File: src/rtl/ps_cu_issue_if.sv
// Instruction-word handshake between the sequencer and the CU issue stage.
interface ps_cu_issue_if #(
  parameter int INSTR_WIDTH = 24
) ();
  logic                   instr_valid;
  logic                   instr_ready;
  logic [INSTR_WIDTH-1:0] instr;

  modport master (output instr_valid, output instr, input instr_ready);
  modport slave  (input instr_valid, input instr, output instr_ready);
endinterface

File: src/rtl/ps_cu_issue.sv
// ps_cu_issue: CU issue stage -- decode, E/W scheduling, RAW stall, ASTAT collection.
// Define PS_CU_BCWRITE_EN to turn unit code 11 into a bus-connect RF write (else a NOP).
module ps_cu_issue #(
  parameter int RF_DATASIZE   = 16,
  parameter int ADDRESS_WIDTH = 4,
  parameter int SIGNAL_WIDTH  = 3,
  parameter int INSTR_WIDTH   = 24
) (
  input  logic                     clk,
  input  logic                     reset,
  ps_cu_issue_if.slave             instr_if,
  output logic [ADDRESS_WIDTH-1:0] ps_xb_raddx,
  output logic [ADDRESS_WIDTH-1:0] ps_xb_raddy,
  output logic [ADDRESS_WIDTH-1:0] ps_xb_wadd,
  output logic [SIGNAL_WIDTH-1:0]  ps_xb_w_cuEn,
  output logic                     ps_xb_w_bcEn,
  output logic                     ps_alu_en,
  output logic                     ps_alu_log,
  output logic                     ps_alu_sat,
  output logic [1:0]               ps_alu_hc,
  output logic [2:0]               ps_alu_sc,
  output logic                     ps_mul_en,
  output logic                     ps_mul_otreg,
  output logic [3:0]               ps_mul_dtsts,
  output logic [1:0]               ps_mul_cls,
  output logic                     ps_shf_en,
  output logic [1:0]               ps_shf_cls,
  input  logic                     alu_ps_az,
  input  logic                     alu_ps_an,
  input  logic                     alu_ps_ac,
  input  logic                     alu_ps_av,
  input  logic                     mul_ps_ov,
  input  logic                     mul_ps_mn,
  input  logic                     shf_ps_sv,
  input  logic                     shf_ps_sz,
  output logic [7:0]               astat,
  output logic                     illegal,
  output logic                     busy
);
  localparam int AW = ADDRESS_WIDTH;

  if (INSTR_WIDTH != 12 + 3 * AW || RF_DATASIZE < 1) begin : g_param_check
    $error("ps_cu_issue: INSTR_WIDTH must equal 12+3*ADDRESS_WIDTH");
  end

  typedef enum logic [1:0] {
    IDLE    = 2'b00,
    WB      = 2'b01,
    EXEC    = 2'b10,
    EXEC_WB = 2'b11
  } state_t;

  state_t          r_state;
  logic [1:0]      r_e_unit;
  logic [1:0]      r_w_unit;
  logic [AW-1:0]   r_e_rd;

  logic [1:0]      w_unit;
  logic [9:0]      w_ctl;
  logic [AW-1:0]   w_rd, w_rx, w_ry;
  logic            w_e_valid, w_w_valid, w_w_next, w_e_writes;
  logic            w_hazard, w_bc_conflict, w_accept;
  logic            w_unused_ctl;

  assign {w_unit, w_ctl, w_rd, w_rx, w_ry} = instr_if.instr;
  assign w_unused_ctl = ^w_ctl[9:7];

  assign w_e_valid = (r_state == EXEC) || (r_state == EXEC_WB);
  assign w_w_valid = (r_state == WB)   || (r_state == EXEC_WB);
  assign w_w_next  = w_e_valid && (r_e_unit != 2'b11);

`ifdef PS_CU_BCWRITE_EN
  // A bc load writes wadd in its E cycle, so it must not meet a W-stage write.
  assign w_e_writes    = w_e_valid;
  assign w_bc_conflict = (w_unit == 2'b11) && w_w_next;
`else
  assign w_e_writes    = w_w_next;
  assign w_bc_conflict = 1'b0;
`endif

  assign w_hazard = w_e_writes && ((w_rx == r_e_rd) || (w_ry == r_e_rd));
  assign instr_if.instr_ready = !reset && !w_hazard && !w_bc_conflict;
  assign w_accept = instr_if.instr_valid && instr_if.instr_ready;
  assign busy     = (r_state != IDLE);

  always_ff @(posedge clk) begin
    if (reset) begin
      r_state      <= IDLE;
      r_e_unit     <= '0;
      r_w_unit     <= '0;
      r_e_rd       <= '0;
      ps_xb_raddx  <= '0;
      ps_xb_raddy  <= '0;
      ps_xb_wadd   <= '0;
      ps_xb_w_cuEn <= '0;
      ps_xb_w_bcEn <= 1'b0;
      ps_alu_en    <= 1'b0;
      ps_alu_log   <= 1'b0;
      ps_alu_sat   <= 1'b0;
      ps_alu_hc    <= '0;
      ps_alu_sc    <= '0;
      ps_mul_en    <= 1'b0;
      ps_mul_otreg <= 1'b0;
      ps_mul_dtsts <= '0;
      ps_mul_cls   <= '0;
      ps_shf_en    <= 1'b0;
      ps_shf_cls   <= '0;
      astat        <= '0;
      illegal      <= 1'b0;
    end else begin
      unique case ({w_accept, w_w_next})
        2'b00:   r_state <= IDLE;
        2'b01:   r_state <= WB;
        2'b10:   r_state <= EXEC;
        default: r_state <= EXEC_WB;
      endcase

      ps_alu_en    <= 1'b0;
      ps_alu_log   <= 1'b0;
      ps_alu_sat   <= 1'b0;
      ps_alu_hc    <= '0;
      ps_alu_sc    <= '0;
      ps_mul_en    <= 1'b0;
      ps_mul_otreg <= 1'b0;
      ps_mul_dtsts <= '0;
      ps_mul_cls   <= '0;
      ps_shf_en    <= 1'b0;
      ps_shf_cls   <= '0;
      ps_xb_w_bcEn <= 1'b0;
      illegal      <= 1'b0;
      ps_xb_w_cuEn <= '0;

      if (w_accept) begin
        r_e_unit    <= w_unit;
        r_e_rd      <= w_rd;
        ps_xb_raddx <= w_rx;
        ps_xb_raddy <= w_ry;
        unique case (w_unit)
          2'b00: begin
            ps_alu_en  <= 1'b1;
            ps_alu_log <= w_ctl[0];
            ps_alu_hc  <= w_ctl[2:1];
            ps_alu_sc  <= w_ctl[5:3];
            ps_alu_sat <= w_ctl[6];
          end
          2'b01: begin
            ps_mul_en    <= 1'b1;
            ps_mul_otreg <= w_ctl[0];
            ps_mul_dtsts <= w_ctl[4:1];
            ps_mul_cls   <= w_ctl[6:5];
          end
          2'b10: begin
            ps_shf_en  <= 1'b1;
            ps_shf_cls <= w_ctl[1:0];
          end
          default: begin
`ifdef PS_CU_BCWRITE_EN
            ps_xb_w_bcEn <= 1'b1;
            ps_xb_wadd   <= w_rd;
`else
            illegal      <= 1'b1;
`endif
          end
        endcase
      end

      if (w_w_next) begin
        ps_xb_w_cuEn <= SIGNAL_WIDTH'(1) << r_e_unit;
        ps_xb_wadd   <= r_e_rd;
        r_w_unit     <= r_e_unit;
      end

      if (w_w_valid) begin
        unique case (r_w_unit)
          2'b00:   astat[3:0] <= {alu_ps_av, alu_ps_ac, alu_ps_an, alu_ps_az};
          2'b01:   astat[5:4] <= {mul_ps_mn, mul_ps_ov};
          default: astat[7:6] <= {shf_ps_sz, shf_ps_sv};
        endcase
      end
    end
  end
endmodule

File: src/flat_wrapper.sv
// flat-port wrapper written by rule: the top's interface ports become plain ports
module ps_cu_issue_flat 
#(
  parameter int RF_DATASIZE   = 16,
  parameter int ADDRESS_WIDTH = 4,
  parameter int SIGNAL_WIDTH  = 3,
  parameter int INSTR_WIDTH   = 24
)
  (clk, reset, ps_xb_raddx, ps_xb_raddy, ps_xb_wadd, ps_xb_w_cuEn, ps_xb_w_bcEn, ps_alu_en, ps_alu_log, ps_alu_sat, ps_alu_hc, ps_alu_sc, ps_mul_en, ps_mul_otreg, ps_mul_dtsts, ps_mul_cls, ps_shf_en, ps_shf_cls, alu_ps_az, alu_ps_an, alu_ps_ac, alu_ps_av, mul_ps_ov, mul_ps_mn, shf_ps_sv, shf_ps_sz, astat, illegal, busy, instr_if_instr_valid, instr_if_instr, instr_if_instr_ready);
  ps_cu_issue_if #(.INSTR_WIDTH(INSTR_WIDTH)) instr_if_i ();
  input  logic clk;
  input  logic reset;
  output logic [ADDRESS_WIDTH-1:0] ps_xb_raddx;
  output logic [ADDRESS_WIDTH-1:0] ps_xb_raddy;
  output logic [ADDRESS_WIDTH-1:0] ps_xb_wadd;
  output logic [SIGNAL_WIDTH-1:0] ps_xb_w_cuEn;
  output logic ps_xb_w_bcEn;
  output logic ps_alu_en;
  output logic ps_alu_log;
  output logic ps_alu_sat;
  output logic [1:0] ps_alu_hc;
  output logic [2:0] ps_alu_sc;
  output logic ps_mul_en;
  output logic ps_mul_otreg;
  output logic [3:0] ps_mul_dtsts;
  output logic [1:0] ps_mul_cls;
  output logic ps_shf_en;
  output logic [1:0] ps_shf_cls;
  input  logic alu_ps_az;
  input  logic alu_ps_an;
  input  logic alu_ps_ac;
  input  logic alu_ps_av;
  input  logic mul_ps_ov;
  input  logic mul_ps_mn;
  input  logic shf_ps_sv;
  input  logic shf_ps_sz;
  output logic [7:0] astat;
  output logic illegal;
  output logic busy;
  input wire logic [$bits(instr_if_i.instr_valid)-1:0] instr_if_instr_valid;
  input wire logic [$bits(instr_if_i.instr)-1:0] instr_if_instr;
  output wire logic [$bits(instr_if_i.instr_ready)-1:0] instr_if_instr_ready;
  assign instr_if_i.instr_valid = instr_if_instr_valid;
  assign instr_if_i.instr = instr_if_instr;
  assign instr_if_instr_ready = instr_if_i.instr_ready;
  ps_cu_issue #(.RF_DATASIZE(RF_DATASIZE), .ADDRESS_WIDTH(ADDRESS_WIDTH), .SIGNAL_WIDTH(SIGNAL_WIDTH), .INSTR_WIDTH(INSTR_WIDTH)) u_core (.clk(clk), .reset(reset), .instr_if(instr_if_i), .ps_xb_raddx(ps_xb_raddx), .ps_xb_raddy(ps_xb_raddy), .ps_xb_wadd(ps_xb_wadd), .ps_xb_w_cuEn(ps_xb_w_cuEn), .ps_xb_w_bcEn(ps_xb_w_bcEn), .ps_alu_en(ps_alu_en), .ps_alu_log(ps_alu_log), .ps_alu_sat(ps_alu_sat), .ps_alu_hc(ps_alu_hc), .ps_alu_sc(ps_alu_sc), .ps_mul_en(ps_mul_en), .ps_mul_otreg(ps_mul_otreg), .ps_mul_dtsts(ps_mul_dtsts), .ps_mul_cls(ps_mul_cls), .ps_shf_en(ps_shf_en), .ps_shf_cls(ps_shf_cls), .alu_ps_az(alu_ps_az), .alu_ps_an(alu_ps_an), .alu_ps_ac(alu_ps_ac), .alu_ps_av(alu_ps_av), .mul_ps_ov(mul_ps_ov), .mul_ps_mn(mul_ps_mn), .shf_ps_sv(shf_ps_sv), .shf_ps_sz(shf_ps_sz), .astat(astat), .illegal(illegal), .busy(busy));
endmodule
File: config.mk
export PLATFORM = sky130hd
export DESIGN_NAME = ps_cu_issue_flat
export DESIGN_NICKNAME = d
export VERILOG_FILES = /design/src/rtl/ps_cu_issue_if.sv /design/src/rtl/ps_cu_issue.sv /design/src/flat_wrapper.sv
export SDC_FILE = /design/constraint.sdc
export NUM_CORES = 1
export LEC_CHECK = 0
export BUFFER_PORTS_ARGS = -buffer_cell sky130_fd_sc_hd__buf_2
export CORE_MARGIN = 1
export CORE_UTILIZATION = 45
export DETAILED_ROUTE_END_ITERATION = 6
export PLACE_DENSITY = 0.76
export SLEW_MARGIN = 10
export SYNTH_ARGS = -nofsm -noshare
export SYNTH_HDL_FRONTEND = slang
export SYNTH_SLANG_ARGS = --single-unit
File: constraint.sdc
create_clock -name clk -period 1.8 [get_ports clk]
set_input_delay 0.09 -clock clk [delete_from_list [all_inputs] [get_ports clk]]
set_output_delay 0.09 -clock clk [all_outputs]
set_load 0.03 [all_outputs]
==> flow_summary.ini, run 1 <==
[status]
status = complete, but fails checks
failed_checks = negative setup slack

[clock_network]
clk_pin_slew_ns = 0.10
cts_max_path_buffers = 2
clock-sinks = 53
cts-root-buf = clkbuf_8
insertion_delay_ns = 0.30
htree_levels = 2
hold_buffers = 0
cts_buffers = 5
tritoncts = done

[layout]
nets = 394
layout-drive-gt1-share = 0.3028
fillers = 491
fin_util = 0.5860
areaGrowthSynthToFinish_pct = 25.90
diodes = 0
final_area_sq_um = 2974
stdcell_count = 430

[route]
antenna_left = 0
drtPass1Iterations = 4
wl_per_cell_um = 12.20
wl_um = 5244
viasPerCell = 5.158
vias = 2218
drc_errors = 0
drt_iter0_markers = 143

[global_route]
grt_pass1_vias = 1900
grt_max_degree = 81
grt.total_usage = 0.1955
grt_pass1_wl_um = 8424
grt_overflow = 0
antenna_found_initial = 0

[synth]
synth_area_per_cell_sq_um = 8.260
ys_top_cells_by_area = dfxtp_1 45%, nor3b_1 8.9%, nand3_1 8.7%
synth_seq_area_share = 0.4492
ys_seq_elements = 53
synth_edf_count = 0
ys_top_cells_by_count = 53 x dfxtp_1, 41 x nand3_1, 29 x nor2_1
yosysWarnings = 0
syn-num-nets = 321
synthArstFlopShare = 0
post-synth-top-count-cell = dfxtp_1
synthFlopType = dfxtp_1
synth_top_area_frac = 0.4492
netlist_instances = 286
syn-cell-area_sq_um = 2362
synth_cell_types = 30
yosys.area.top_type = dfxtp_1

[placement]
port-buffer-count = 76
placed_cells = 421
gp_congestion = 0.7954
dp_hpwl_um = 3568
place_area_sq_um = 2839

[setup_path]
crit_fanout = 3
cp_top_family = simple AND/OR/NAND/NOR gates
crit_type = flop to output pin
slowest_delay_ns = 0.54
crit_path_start_kind = flop
crit_arrival_ns = 1.79
end_kind = output pin
crit_chain = xor2_1, or4_4, a21oi_4, nor2_1, buf_4
worst-path-buf-inv = 1
crit_slowest_cell = or4_4
cp.required_ns = 1.71

[die]
row_count = 26
die_x_um = 74.46
core_area_sq_um = 5075
dieHeight_um = 74.46
initial_core_util = 0.4655
io_pins = 81
die_area_sq_um = 5544

[flow_run]
cap_viol_max_count = 0

[pwr]
pwr-share-comb = 0.195
power_density_nw_per_um2 = 872.4
p_sw_mw = 0.7445
clkPwrFrac = 0.313
p_seq_frac = 0.492
switching_share = 0.2869
p_leak_nw = 1.329
p_int_mw = 1.850
ir_worst_vdd_v = 0.0003797

[sta]
hold_viol_final = 0
worstMarginPinSlew_ns = 0.5201
worst_slack_ns = -0.07812
slew_headroom = 0.6500
period_needed_ns = 1.878
period_share = 1.043
fmax_ghz = 0.5324
whs_ns = 0.02632
skew_ns = 0.009019
slew_violations = 0
rsz0062_at_grt = yes
setup_violations = 1

[hold_path]
hp-class = input pin to flop
-- area by class of cell --
class / count / area [sq um] / area share
multi-input cells: 205 / 1177 / 0.3959
flip-flops and latches: 53 / 1067 / 0.3589
repair buffers: 93 / 523.0 / 0.1759
well taps: 70 / 87.58 / 0.02945
clock buffers: 5 / 68.82 / 0.02314
clock inverters: 3 / 46.29 / 0.01557
inverters: 1 / 3.754 / 0.001262
-- sequential cells by signal, indices dropped and copies added (netlist names), 3 cells and up --
name and flops:
u_core.ps_xb_w_cuEn 3, u_core.ps_xb_raddy 4, u_core.astat 8, u_core.ps_alu_sc 3
u_core.ps_mul_dtsts 4, u_core.ps_xb_raddx 4, u_core.r_e_rd 4, u_core.ps_xb_wadd 4
-- cell usage in the layout, fill, tap and decap left out, types with 4 or more instances in the layout --
master    count
o21ai_0      14
xor2_1        4
nor4b_1       5
nor2_1       29
buf_4        17
mux2i_1      10
buf_2        75
xnor2_1       4
a21oi_1      18
dfxtp_1      50
clkbuf_8      5
nor3b_1      28
nor3_1       16
nand2_1      21
nand3_1      41
-- per-layer routing --
layer / share of wire / track usage / routed length (um) / vias to the layer above
li1: - / - / - / 1133
met1: 0.46 / 0.2521 / 2424 / 1010
met2: 0.47 / 0.3193 / 2471 / 71
met3: 0.059 / 0.04336 / 309 / 4
met4: 0.0072 / 0.07338 / 38 / 0
met5: 0 / 0 / 0 / -
-- through the flow --
step	setup WS, ns	setup TNS [ns]	total power [mW]
after floorplan	0.09603	0	1.638
after CTS	-0.08218	-0.08218	2.616
after detailed placement	0.07260	0	1.798
after global placement	0.1091	0	1.791
after global routing	-0.1321	-0.1321	2.716
final	-0.07812	-0.07812	2.595
-- power by group through the flow --
| stage | combinational (mW) | clock, mW | sequential (mW) |
|---|---|---|---|
| after floorplan | 0.258 | 0 | 1.38 |
| after global placement | 0.490 | 0 | 1.30 |
| after detailed placement | 0.495 | 0 | 1.30 |
| after CTS | 0.507 | 0.833 | 1.28 |
| after global routing | 0.551 | 0.881 | 1.28 |
| final | 0.507 | 0.811 | 1.28 |
-- worst paths after layout --
kind                                         start                endpoint  slack (ns)  cells past startpoint
worst min register to register  u_core.r_e_unit[1]  u_core.ps_xb_w_cuEn[0]        0.46                      1
worst min-delay path                     mul_ps_mn         u_core.astat[5]        0.03                      3
worst max-delay path              u_core.r_e_rd[0]    instr_if_instr_ready       -0.08                      5
worst max register to register    u_core.r_e_rd[0]    u_core.ps_mul_cls[0]        0.16                      5
-- worst register-to-register path, delay by kind of cell (launching register included) --
family | cells | cell delay (ns)
XOR/XNOR | 1 | 0.17
flip-flops | 1 | 0.36
AO/OA/AOI/OAI | 1 | 0.18
AND/OR/NAND/NOR | 2 | 0.61
buffers and inverters | 1 | 0.21
-- cell families (layout without fill, tap and decap cells) --
family                    after synthesis  count (layout)  synth area share
AOI/OAI and AO/OA                      34              34           0.07892
xor gates and xnor gates                8               8           0.02966
buffers and inverters                  28             102           0.05402
DFF                                    53              53            0.4492
muxes                                  10              10           0.04237
other                                   1               1          0.001587
and+or+nand+nor                       152             152            0.3443
-- what timing repair did --
action	CTS	global route
gates resized for setup	6	0
setup buffers	1	0
pin swaps	1	1
endpoints found under the setup margin	1	1
Power figures use the tool's default switching activity.
==> run 2: changes to the inputs <==
- CORE_ASPECT_RATIO: unset -> 1.25
- CORE_UTILIZATION: 45 -> 25
- PLACE_DENSITY: 0.76 -> 0.47
- REMOVE_ABC_BUFFERS: unset -> 1
==> run 2 against run 1 <==
  * The run still ends with negative setup slack left
  * Clock power is 32% higher
  * Clock-buffer cell count stayed put
  * Flip-flop and latch count stayed put
  * Die area is 78% higher
  * Clock skew is 0.0027 ns lower
  * Combinational power is 7.1% higher
  * Highest routed layer unchanged
  * Non-clock buffer count is 6 higher
  * Utilization is 24 points lower
==> flow_summary.ini, run 2 (synthesis results as in run 1) <==
[status]
status = complete, but fails checks
failed_checks = negative setup slack

[setup_path]
crit_fanout = 2
r2r_setup_slack_ns = 0.08
crit_path_start_kind = flop
crit_slowest_cell = or4_4
worst-path-buf-inv = 1
end_kind = output pin
r2r-end = u_core.ps_shf_en
cp_top_family = simple AND/OR/NAND/NOR gates
reg2reg_depth = 6
crit_type = flop to output pin
cp.required_ns = 1.71
reg2reg_from = u_core.r_e_rd[0]
slowest_delay_ns = 0.56
crit_chain = xor2_2, or4_4, a21oi_4, nor2_2, buf_6
crit_arrival_ns = 1.73

[route]
wl_per_cell_um = 12.78
drc_errors = 0
antenna_left = 0
wl_um = 6239
drtPass1Iterations = 4
viasPerCell = 4.611
vias = 2250
drt_iter0_markers = 64

[sta]
worst_slack_ns = -0.02048
fmax_ghz = 0.5493
rsz0062_at_grt = yes
slew_headroom = 0.5941
worstMarginPinSlew_ns = 0.6088
finalSetupTns_ns = -0.02048
period_needed_ns = 1.820
slew_violations = 0
setup_violations = 1
period_share = 1.011
skew_ns = 0.006274
hold_viol_final = 0

[pwr]
p_leak_nw = 1.389
power_density_nw_per_um2 = 917.0
totalPowerFinal_mw = 2.887
ir_worst_vdd_v = 0.0004028

[clock_network]
hold_buffers = 0
clk_pin_slew_ns = 0.07
insertion_delay_ns = 0.29
cts-root-buf = clkbuf_16
htree_levels = 2
clock-sinks = 53
cts_buffers = 5
tritoncts = done
cts_max_path_buffers = 2

[placement]
dp_hpwl_um = 4424
gp_congestion = 0.7491
port-buffer-count = 76

[hold_path]
min_path_cells = 3
hold_path.startpoint = mul_ps_ov
min_to = u_core.astat[4]
hp-class = input pin to flop

[global_route]
antenna_found_initial = 0
grt_pass1_vias = 2139
grt_pass1_wl_um = 10190
grt_max_degree = 31
grt_overflow = 0
grt.total_usage = 0.1304

[die]
io_pins = 81
core_area_sq_um = 9174
die_x_um = 88.95
dieHeight_um = 110.7
row_count = 39
initial_core_util = 0.2575
die_area_sq_um = 9844

[layout]
areaGrowthSynthToFinish_pct = 33.26
layout_common_cells = 75 x buf_2, 51 x dfxtp_1, 41 x nand3_1
layout_commonest_cell = buf_2
largest-register = u_core.astat
layout-drive-gt1-share = 0.3178
nets = 400
largest_reg_flops = 8
diodes = 0

[flow_run]
cap_viol_max_count = 0
==> run 2: cell types whose count changed in the layout (fill, tap and decap cells not counted), sizes merged <==
cell / previous run / this run
buf: 93 / 99
clkinvlp: 1 / 0
==> run 2: what timing repair did <==
item,CTS,global route
buffers inserted,2,1
setup endpoints to repair,1,1
gates resized for setup,4,4
pin swaps,4,4
==> run 2: how the worst max path moves through the flow <==
stage / start / slack, ns / depth (start not counted) / endpoint
after floorplan: u_core.r_e_rd[1] / -0.22 / 4 / instr_if_instr_ready
after global placement: u_core.r_e_rd[1] / 0.12 / 5 / u_core.ps_shf_en
after detailed placement: u_core.r_e_rd[1] / 0.11 / 5 / u_core.ps_shf_cls[1]
after CTS: u_core.r_e_rd[3] / -0.04 / 5 / instr_if_instr_ready
after global routing: u_core.r_e_rd[0] / -0.07 / 5 / instr_if_instr_ready
final: u_core.r_e_rd[0] / -0.02 / 5 / instr_if_instr_ready
==> run 2: per-layer routing <==
layer  part of all wire  vias up  GRT usage  routed length, um
li1                   -     1143          -                  -
met1               0.45     1033     0.1599               2792
met2               0.48       64     0.2221               3019
met3              0.051       10    0.02829                317
met4              0.018        0    0.04339                110
met5                  0        -          0                  0
==> run 2: final cells by class <==
type / instances / area, sq um
inverter: 1 / 3.754
sequential: 53 / 1064
timing repair buffer: 99 / 571.8
clock buffer: 5 / 125.1
fill: 1012 / 6026
clock inverter: 2 / 35.03
tap: 123 / 153.9
multi-input combinational: 205 / 1195
==> run 2: report_power, final <==
group | leakage [nW] | total (mW) | internal [mW] | switching, mW
sequential | 0.434 | 1.27 | 1.24 | 0.0383
combinational | 0.875 | 0.543 | 0.217 | 0.327
clock | 0.0797 | 1.07 | 0.647 | 0.423
==> run 2: worst register-to-register path, stage by stage (launching register included) <==
cell and delay (ns):
dfxtp_2 0.33, xor2_2 0.14, or4_4 0.56, a21oi_4 0.21, buf_4 0.15, buf_4 0.15
nor4b_1 0.06
==> run 2: metrics by stage <==
stage / worst slack [ns] / hold slack [ns] / util / std cells / cell area [sq um]
finish: -0.02048 / 0.04053 / 0.3432 / 488 / 3148
floorplan: -0.2185 / 0.1591 / - / 259 / 2238
global route: -0.06697 / 0.04171 / 0.3432 / 488 / 3148
global placement: 0.1167 / 0.3230 / 0.3200 / 478 / 2935
CTS: -0.03978 / 0.03130 / 0.3407 / 487 / 3126
detailed placement: 0.1136 / 0.3300 / 0.3200 / 478 / 2935
==> run 3: changes to the inputs <==
- ABC_AREA: unset -> 1
- PLACE_DENSITY: 0.47 -> 0.49
==> run 3 against run 2 <==
  * The flow now finishes without violations
  * Cell count fell by 13%
  * Power fell by 19%
  * Synthesized cell count fell by 18%
  * Routed wire length fell by 31%
  * Largest power group unchanged
  * Flip-flop and latch count did not move
  * Critical path type unchanged
==> flow_summary.ini, run 3 <==
[setup_path]
crit_chain = inv_1, o21ai_4, inv_4, nand2_4, nand2_1, inv_1, buf_2
crit_fanout = 9
crit_slowest_cell = dfxtp_1
crit_path_start_kind = flop
slowest_delay_ns = 0.35
cpMostUsedCell = inv_1
crit_type = flop to output pin
end_kind = output pin
crit_arrival_ns = 1.47
cp.required_ns = 1.71

[synth]
yosys.area_share.simple = 0.2670
yosysWarnings = 0
synth_cell_types = 26
syn-cell-area_sq_um = 1968
synthFlopType = dfxtp_1
synth_top_area_frac = 0.5391
synthArstFlopShare = 0
synthAdderAreaFrac = 0
muxShareOfSynthArea = 0
synth_seq_area_share = 0.5391
ys_seq_elements = 53
ys_top_cells_by_area = dfxtp_1 54%, nor2_1 9.2%, nand2_1 7.8%
ys_top_cells_by_count = 53 x dfxtp_1, 48 x nor2_1, 41 x nand2_1
synth_edf_count = 0
synth_top_family_by_area = simple AND/OR/NAND/NOR gates
netlist_instances = 234
yosys.area.top_type = dfxtp_1
synthXorXnorAreaFrac = 0
synth_area_per_cell_sq_um = 8.411
post-synth-top-count-cell = dfxtp_1
synth-compound-area-share = 0.09154

[placement]
dp_hpwl_um = 3231
port-buffer-count = 76
place_area_sq_um = 2455
gp_congestion = 0.6948
preCtsSetupSlack_ns = 0.4046

[die]
core_area_sq_um = 7488
io_pins = 81
die_x_um = 81.36
initial_core_util = 0.2628
row_count = 35
die_area_sq_um = 8234
dieHeight_um = 101.2

[flow_run]
cap_viol_max_count = 0

[sta]
setup_violations = 0
slew_violations = 0
period_share = 0.8664
worst_slack_ns = 0.2406
rsz0062_at_grt = no
fmax_ghz = 0.6413
period_needed_ns = 1.559
finalSetupTns_ns = 0
skew_ns = 0.01309
hold_viol_final = 0

[layout]
layout-drive-gt1-share = 0.3535
largest-register = u_core.astat
largest_reg_flops = 8
fin_util = 0.3606
areaGrowthSynthToFinish_pct = 37.19
layout_common_cells = 76 x buf_2, 53 x dfxtp_1, 48 x nor2_1
nets = 365
fillers = 813
final_area_sq_um = 2700
layout_commonest_cell = buf_2
diodes = 0

[route]
viasPerCell = 4.000
met2_length_um = 2079
vias = 1692
maxUsedRoutingLayer = met4
drc_errors = 0
wl_met1_um = 1852
drt_iter0_markers = 19
antenna_left = 0
drtPass1Iterations = 4
wl_um = 4332
wl_per_cell_um = 10.24
dr_wl_met3_um = 323

[clock_network]
clk_pin_slew_ns = 0.11
cts_max_path_buffers = 2
cts_setup_buffers = 0
clock-sinks = 53
hold_buffers = 15
tritoncts = done
htree_levels = 2
cts_resized = 0
insertion_delay_ns = 0.32
cts-root-buf = clkbuf_8
cts_buffers = 5

[hold_path]
hp-class = input pin to flop

[pwr]
p_leak_nw = 1.444
p_int_mw = 1.644
ir_worst_vdd_v = 0.0004252
p_sw_mw = 0.6871
switching_share = 0.2947
power_density_nw_per_um2 = 863.4
p_seq_frac = 0.536
pwr-share-comb = 0.153
clkPwrFrac = 0.311

[global_route]
grt_max_degree = 21
grt.total_usage = 0.1127
antenna_found_initial = 0
grt_pass1_wl_um = 6948
grt_overflow = 0
grt_pass1_vias = 1539

[status]
status = complete, no violations
run 3: cell types whose count changed in the layout (fill, tap and decap cells not counted), sizes merged, moves of 5 or more:
cell         before  now
inv               1   39
nor3b            29    0
nand3            41   13
nand2            21   46
buf              99   80
nor2             29   48
a21oi            19    2
dlygate4sd3       0   15
nor3             16    3
mux2i            10    0
nor4b             5    0
run 3: kinds of logic (layout without fill, tap and decap cells):
family	Yosys count	in the layout
other	1	1
buffers and inverters	43	140
flip-flops	53	53
AO/OA/AOI/OAI	25	25
AND/OR/NAND/NOR	112	112
run 3: cell type report:
class,instances,area (sq um),area share
Clock inverter,3,26.28,0.009731
Timing Repair Buffer,95,573.1,0.2122
Clock buffer,5,68.82,0.02549
Multi-Input combinational cell,138,709.4,0.2627
Sequential cell,53,1061,0.3930
Inverter,37,146.4,0.05422
Tap cell,92,115.1,0.04263
run 3: critical path, delay by kind of cell (launching register included):
| family | cells | cell delay, ns |
|---|---|---|
| and+or+nand+nor | 2 | 0.15 |
| DFF | 1 | 0.35 |
| buffers and inverters | 4 | 0.42 |
| AOI/OAI and AO/OA | 1 | 0.24 |
run 3: power groups by stage:
stage,sequential [mW],clock (mW),combinational [mW]
global placement,1.28,0,0.337
finish,1.25,0.725,0.357
CTS,1.25,0.764,0.364
floorplan,1.35,0,0.144
detailed placement,1.28,0,0.339
global route,1.26,0.806,0.396
run 3: metrics by stage:
step	power, mW	hold slack (ns)	std cells
2_1_floorplan	1.491	0.1591	228
3_3_place_gp	1.612	0.2899	400
3_5_place_dp	1.615	0.2921	400
4_1_cts	2.378	0.0008362	423
5_1_grt	2.459	0.005462	423
6_report	2.331	0.01217	423
run 3: worst paths after layout:
kind	start	end	slack (ns)	cells past startpoint
worst max-delay path	u_core.r_e_unit[1]	instr_if_instr_ready	0.24	7
worst min-delay path	alu_ps_az	u_core.astat[0]	0.01	3
worst max register to register	u_core.r_e_unit[1]	u_core.r_e_rd[2]	0.40	8
worst min register to register	u_core.r_e_unit[0]	u_core.ps_xb_w_cuEn[0]	0.45	1
run 3: routing by layer:
layer,vias to the layer above,GRT usage
met4,0,0.04945
met5,-,0
met1,727,0.1264
li1,907,-
met2,51,0.1865
met3,7,0.04414
